===== src/rtl/pe_address_generator.sv =====
// pe_address_generator
//   Multi-channel 2-D address sweeper for a processing element's local store.
//   Every channel owns its own configuration registers and an IDLE/RUN/DONE
//   state machine that walks a (row, col) grid. Each step emits
//     addr = ((row + ROW_OFST) * PITCH + col + COL_OFST) mod 2^A
//
// Ports
//   CLK, RST_N   clock; synchronous active-low reset
//   cfg_we       configuration write strobe
//   cfg_ch       target channel of the write
//   cfg_sel      register select (0 PITCH .. 6 COL_OFST, 7 reserved)
//   cfg_data     write data (OFST registers keep the low DEPTH bits)
//   cmd_valid    per-channel command strobe
//   cmd_op       per-channel opcode, 2 bits per channel
//   addr         per-channel registered address, A bits per channel
//   addr_valid   channel is running and addr is meaningful
//   last         addr is the final position of the sweep
//   done         one-cycle pulse when a sweep completes
//   cfg_err      one-cycle pulse when a config write is rejected
//   state_dbg    per-channel FSM state, 2 bits per channel (observation only)
//
// Handshake: there is no ready. A command for channel c is taken on every
// rising edge where cmd_valid[c] is 1; cmd_op is ignored otherwise. A config
// write is taken on every edge where cfg_we is 1; a rejected write is
// reported by cfg_err on the following cycle.
module pe_address_generator #(
    parameter int DEPTH = 2,
    parameter int A     = 7,
    parameter int CH    = 2,
    localparam int CW   = (CH > 1) ? $clog2(CH) : 1
) (
    input  logic              CLK,
    input  logic              RST_N,
    input  logic              cfg_we,
    input  logic [CW-1:0]     cfg_ch,
    input  logic [2:0]        cfg_sel,
    input  logic [A-1:0]      cfg_data,
    input  logic [CH-1:0]     cmd_valid,
    input  logic [2*CH-1:0]   cmd_op,
    output logic [A*CH-1:0]   addr,
    output logic [CH-1:0]     addr_valid,
    output logic [CH-1:0]     last,
    output logic [CH-1:0]     done,
    output logic              cfg_err,
    output logic [2*CH-1:0]   state_dbg
);

    typedef enum logic [1:0] {
        S_IDLE = 2'd0,
        S_RUN  = 2'd1,
        S_DONE = 2'd2
    } state_t;

    localparam logic [1:0] OP_NOP   = 2'b00;
    localparam logic [1:0] OP_START = 2'b01;
    localparam logic [1:0] OP_ADV   = 2'b10;
    localparam logic [1:0] OP_ABORT = 2'b11;

    logic [CH-1:0] run_mask;
    logic          cfg_reject;

    for (genvar c = 0; c < CH; c++) begin : g_ch
        state_t           state;
        logic [A-1:0]     row, col;
        logic [A-1:0]     pitch, col_stride, row_stride, col_last, row_last;
        logic [DEPTH-1:0] row_ofst, col_ofst;
        logic [A-1:0]     addr_q;
        logic             valid_q, last_q, done_q;

        logic [1:0]       op;
        logic             cfg_hit;
        logic [A-1:0]     cs, rs;
        logic [A:0]       col_step;
        logic [A-1:0]     row_nx, col_nx, rsum, addr_nx;
        logic             last_nx;

        // Next position and the address/last flags that go with it. Config
        // registers are read as they stand before this edge, so a write in
        // the same cycle as START only affects later steps.
        always_comb begin
            op       = cmd_valid[c] ? cmd_op[2*c +: 2] : OP_NOP;
            cfg_hit  = cfg_we && (cfg_ch == CW'(c)) && (cfg_sel != 3'd7)
                       && (state != S_RUN);
            cs       = (col_stride == '0) ? A'(1) : col_stride;
            rs       = (row_stride == '0) ? A'(1) : row_stride;
            col_step = {1'b0, col} + {1'b0, cs};
            row_nx   = row;
            col_nx   = col;
            if (op == OP_START) begin
                row_nx = '0;
                col_nx = '0;
            end else if (op == OP_ADV && state == S_RUN && !last_q) begin
                if (col_step <= {1'b0, col_last}) begin
                    col_nx = col_step[A-1:0];
                end else begin
                    col_nx = '0;
                    row_nx = row + rs;
                end
            end
            rsum    = row_nx + A'(row_ofst);
            addr_nx = rsum * pitch + col_nx + A'(col_ofst);
            // Compared one bit wider so a step past the top never wraps.
            last_nx = (({1'b0, col_nx} + {1'b0, cs}) > {1'b0, col_last})
                   && (({1'b0, row_nx} + {1'b0, rs}) > {1'b0, row_last});
        end

        always_ff @(posedge CLK) begin
            if (!RST_N) begin
                state      <= S_IDLE;
                row        <= '0;
                col        <= '0;
                pitch      <= '0;
                col_stride <= A'(1);
                row_stride <= A'(1);
                col_last   <= '0;
                row_last   <= '0;
                row_ofst   <= '0;
                col_ofst   <= '0;
                addr_q     <= '0;
                valid_q    <= 1'b0;
                last_q     <= 1'b0;
                done_q     <= 1'b0;
            end else begin
                done_q <= 1'b0;
                if (cfg_hit) begin
                    case (cfg_sel)
                        3'd0:    pitch      <= cfg_data;
                        3'd1:    col_stride <= cfg_data;
                        3'd2:    row_stride <= cfg_data;
                        3'd3:    col_last   <= cfg_data;
                        3'd4:    row_last   <= cfg_data;
                        3'd5:    row_ofst   <= cfg_data[DEPTH-1:0];
                        3'd6:    col_ofst   <= cfg_data[DEPTH-1:0];
                        default: ;
                    endcase
                end
                case (op)
                    OP_START: begin
                        state   <= S_RUN;
                        row     <= row_nx;
                        col     <= col_nx;
                        addr_q  <= addr_nx;
                        valid_q <= 1'b1;
                        last_q  <= last_nx;
                    end
                    OP_ADV: begin
                        if (state == S_RUN) begin
                            if (last_q) begin
                                // addr keeps the final position
                                state   <= S_DONE;
                                valid_q <= 1'b0;
                                last_q  <= 1'b0;
                                done_q  <= 1'b1;
                            end else begin
                                row     <= row_nx;
                                col     <= col_nx;
                                addr_q  <= addr_nx;
                                last_q  <= last_nx;
                            end
                        end
                    end
                    OP_ABORT: begin
                        state   <= S_IDLE;
                        valid_q <= 1'b0;
                        last_q  <= 1'b0;
                    end
                    default: ;
                endcase
            end
        end

        assign run_mask[c]        = (state == S_RUN);
        assign addr[c*A +: A]     = addr_q;
        assign addr_valid[c]      = valid_q;
        assign last[c]            = last_q;
        assign done[c]            = done_q;
        assign state_dbg[2*c +: 2] = state;
    end

    // A write is rejected for the reserved select, a non-existent channel,
    // or a channel that is mid-sweep.
    always_comb begin
        cfg_reject = 1'b0;
        if (cfg_we) begin
            if (cfg_sel == 3'd7 || int'(cfg_ch) >= CH) begin
                cfg_reject = 1'b1;
            end else begin
                cfg_reject = run_mask[cfg_ch];
            end
        end
    end

    always_ff @(posedge CLK) begin
        if (!RST_N) begin
            cfg_err <= 1'b0;
        end else begin
            cfg_err <= cfg_reject;
        end
    end

endmodule


===== config.mk =====
export PLATFORM = sky130hd
export DESIGN_NAME = pe_address_generator
export DESIGN_NICKNAME = d
export VERILOG_FILES = /design/src/rtl/pe_address_generator.sv
export SDC_FILE = /design/constraint.sdc
export NUM_CORES = 1
export LEC_CHECK = 0
export ABC_AREA = 0
export CORE_MARGIN = 2
export CORE_UTILIZATION = 50
export DETAILED_ROUTE_END_ITERATION = 10
export PLACE_DENSITY = 0.7
export SYNTH_ARGS = -nofsm -noshare
export SYNTH_HDL_FRONTEND = slang
export SYNTH_SLANG_ARGS = --single-unit
export TNS_END_PERCENT = 20

===== constraint.sdc =====
create_clock -name CLK -period 8 [get_ports CLK]
set_input_delay 0.8 -clock CLK [delete_from_list [all_inputs] [get_ports CLK]]
set_output_delay 0.8 -clock CLK [all_outputs]
set_load 0.1 [all_outputs]

==> flow_summary_export.csv <==
group,metric,value,unit
global_route,grt_pass1_vias,8990,
clock_network,cts_tree,"yes",
finish,nNetsFinal,1553,
clock_network,clk_path_buf_depth,2,
logic_synthesis,synthMuxAreaShare,8.01,%
logic_synthesis,ys.flop_type,"dfxtp_1",
power_and_ir_drop,power_frac_clock,47.7,%
power_and_ir_drop,power,0.00160,W
placement,post-place-ws,-0.309,ns
critical_path,start_kind,"flop",
finish,multi_input_area,7740,um2
finish,final_cells,1651,
die,ios,45,
critical_path,slowest_stage,"fa_1",
global_route,grt_pass1_wl,44700,um
die,start_util,51.0,%
power_and_ir_drop,switching_power,0.000447,W
die,coreArea,21100,um2
logic_synthesis,synthSimpleGateAreaFrac,16.9,%
logic_synthesis,ys_types,71,
clock_network,clkSinkCount,129,
logic_synthesis,synth_area,10800,um2
clock_network,cts_buffers,17,
global_route,grt_antenna_before_repair,0,
finish,seq_area,2590,um2
route,first_pass_iters,5,
critical_path,reg2reg_slack,-0.29,ns
global_route,grt-ovfl-total,0,
placement,placed_area,11900,um2
logic_synthesis,yosysSeqAreaShare,24.0,%
die,die_h,151,um
flow_run,max-cap-violations,0,
route,wl,28300,um
logic_synthesis,synthAdderAreaFrac,22.4,%
power_and_ir_drop,power_density,124,nW/um2
status,status,"finished with violations",
logic_synthesis,syn_avg_cell_area,8.46,um2
status,failed_checks,"setup timing",
timing,hold_viol_final,0,
finish,syn2layout_area_growth,20.2,%
route,via_per_inst,5.58,
critical_path,required,8.32,ns
route,wl_per_cell,17.2,um
clock_network,cts-hold-fix-buffers,0,
die,fp.dieW,151,um
logic_synthesis,ys_ff_latch,129,
power_and_ir_drop,p_sw_share,27.9,%
route,drtAntennaViolNets,0,
clock_network,htree_levels,4,
power_and_ir_drop,power_frac_seq,41.0,%
logic_synthesis,synth_top_family_by_area,"adder cells",
global_route,grt.total_usage,25.2,%
timing,grt_setup_unrepaired,"yes",
critical_path,cpMostUsedCell,"buf_4",
logic_synthesis,syn_inst,1272,
timing,worst_pin_slew,0.971,ns
logic_synthesis,synth_area_leader_cell,"dfxtp_1",
critical_path,arrival,8.61,ns
timing,fin_ws,-0.291,ns
timing,fmax,0.121,GHz
logic_synthesis,synthTopCellsByCount,"144 x inv_1, 133 x nor2_1, 132 x ha_1",
critical_path,cpPeakStageDelay,0.52,ns
route,post-route-drc-count,0,
critical_path,worstPathMaxFanout,4,
die,rows,53,
logic_synthesis,synth_most_common_cell,"inv_1",
clock_network,ctsRootBufferMaster,"clkbuf_16",
power_and_ir_drop,power.internal,0.00116,W
critical_path,end_kind,"flop",
placement,dp.cells,1598,
logic_synthesis,synth_xor_area_share,6.00,%
timing,min_period,8.29,ns
clock_network,clkTransAtPathRegs,0.07,ns
placement,gp_congestion,0.885,
logic_synthesis,ys_warn_count,0,
timing,report.final.slew_viol_count,0,
logic_synthesis,synthesis.nets,1462,
min_path,hold_path_class,"reg2reg",
finish,final_cell_area,12900,um2
logic_synthesis,synth_edf_count,0,
logic_synthesis,synth_area_leaders,"dfxtp_1 24%, ha_1 15%, mux2i_1 7.4%",
timing,setup_viol,2,
power_and_ir_drop,ir_drop,0.000136,V
finish,drive_gt1_share,16.2,%
die,dieArea,22700,um2
placement,hpwl,20700,um
placement,io_buffers,44,
route,first_iter_violations,521,
timing,maxSlewHeadroom,35.1,%
power_and_ir_drop,comb_power_share,11.3,%
logic_synthesis,synth_top_area_share,24.0,%
finish,antenna_cells,0,
logic_synthesis,synth-async-reset-ratio,0,%
global_route,grt_max_degree,78,
timing,fin_skew,0.00974,ns
logic_synthesis,synth-compound-area-share,15.1,%
power_and_ir_drop,power_leakage,5.90,nW
route,via_count,9219,
clock_network,insertion_delay,0.43,ns
critical_path,critPathKind,"reg2reg",
finish,fill_cells,1871,
timing,min_period_over_period,104,%
[repair_timing]
| item | CTS | global route |
|---|---|---|
| endpoints found under the setup margin | 2 | 3 |
| resized for setup | 29 | 42 |
| pin swaps | 43 | 62 |
| buffers inserted | 11 | 10 |
[power by group through the flow]
| stage | registers, W | clock network (W) | logic, W |
|---|---|---|---|
| 6_report | 0.000658 | 0.000764 | 0.000181 |
| 5_1_grt | 0.000659 | 0.000803 | 0.000194 |
| 3_5_place_dp | 0.000672 | 0 | 0.000170 |
| 3_3_place_gp | 0.000671 | 0 | 0.000167 |
| 4_1_cts | 0.000658 | 0.000771 | 0.000174 |
| 2_1_floorplan | 0.000678 | 0 | 0.000106 |
[cells by family after synthesis]
kind of cell / count (synthesis)
muxes: 84
DFF: 129
adders and majority gates: 170
xor gates and xnor gates: 69
AOI/OAI and AO/OA: 237
and+or+nand+nor: 374
buffers and inverters: 209
[critical path, delay by kind of cell, from the launching register on]
family                   cells  cell delay, ns
flip-flops                   1            0.32
XOR/XNOR                     5            0.97
AO/OA/AOI/OAI               12            1.96
AND/OR/NAND/NOR              9            1.31
buffers and inverters        8            0.85
adder cells (fa/ha/maj)      8            2.74
[area by class of cell]
class | count | area share (%)
multi-input cells | 934 | 59.9
flip-flops and latches | 129 | 20.0
repair buffers | 136 | 8.78
inverters | 145 | 4.22
clock buffers | 18 | 3.40
well taps | 275 | 2.66
clock inverters | 14 | 1.03
[registers in the layout (all words and copies together), names as in the netlist, 2 cells and up]
| register | cells |
|---|---|
| g_ch.addr_q | 14 |
| g_ch.col | 14 |
| g_ch.col_last | 14 |
| g_ch.col_stride | 14 |
| g_ch.pitch | 14 |
| g_ch.row | 14 |
| g_ch.row_last | 14 |
| g_ch.row_stride | 14 |
| g_ch.col_ofst | 4 |
| g_ch.row_ofst | 4 |
| g_ch.state | 4 |
| g_ch.done_q | 2 |
| g_ch.last_q | 2 |
[cells in the final DEF, fill, tap and decap left out, types with 5 or more instances in the layout]
cell type          n
inv_1            132
nor2_1           130
dfxtp_1          123
ha_1             120
buf_4             91
nand2_1           85
mux2i_1           77
a21oi_1           64
xnor2_1           48
clkdlybuf4s50_1   44
fa_1              32
o21ai_0           28
a21o_1            26
and2_1            25
nor2b_1           23
nand3_1           21
nand2b_1          17
clkbuf_16         17
a211oi_1          16
o21a_1            16
nor3_1            15
xor2_1            15
inv_2             12
o211ai_1           9
o21bai_1           9
a22o_1             8
o211a_1            8
a21oi_2            7
nand4_1            7
ha_4               7
fa_2               6
dfxtp_2            6
and3_1             5
nor4_1             5
ha_2               5
[metrics by stage]
stage          hold slack (ns)  utilization [%]  setup TNS [ns]
2_1_floorplan            0.441                -         -0.0327
3_3_place_gp             0.438             56.3          -0.151
3_5_place_dp             0.444             56.3          -0.612
4_1_cts                  0.452             60.0          -0.211
5_1_grt                  0.464             61.3           -1.11
6_report                 0.449             61.3          -0.337
[path summary, 6_finish.rpt]
check | startpoint | to | cells after the start
worst max-delay path | g_ch[0].col_stride[3]$_SDFFE_PN0P_ | g_ch[0].addr_q[6]$_SDFFE_PN0P_ | 42
worst min-delay path | g_ch[0].addr_q[2]$_SDFFE_PN0P_ | g_ch[0].addr_q[2]$_SDFFE_PN0P_ | 2
worst max register to register | g_ch[0].col_stride[3]$_SDFFE_PN0P_ | g_ch[0].addr_q[6]$_SDFFE_PN0P_ | 42
worst min register to register | g_ch[0].addr_q[2]$_SDFFE_PN0P_ | g_ch[0].addr_q[2]$_SDFFE_PN0P_ | 2
[per-layer routing]
layer	global-route usage (%)	share of wire [%]	up-vias	routed length [um]
met2	44.2	49	218	14000
li1	-	-	4506	-
met3	3.09	3.7	63	1040
met5	0	0	-	0
met1	31.3	44	4432	12400
met4	10.5	3.3	0	938
Power figures use the tool's default switching activity.
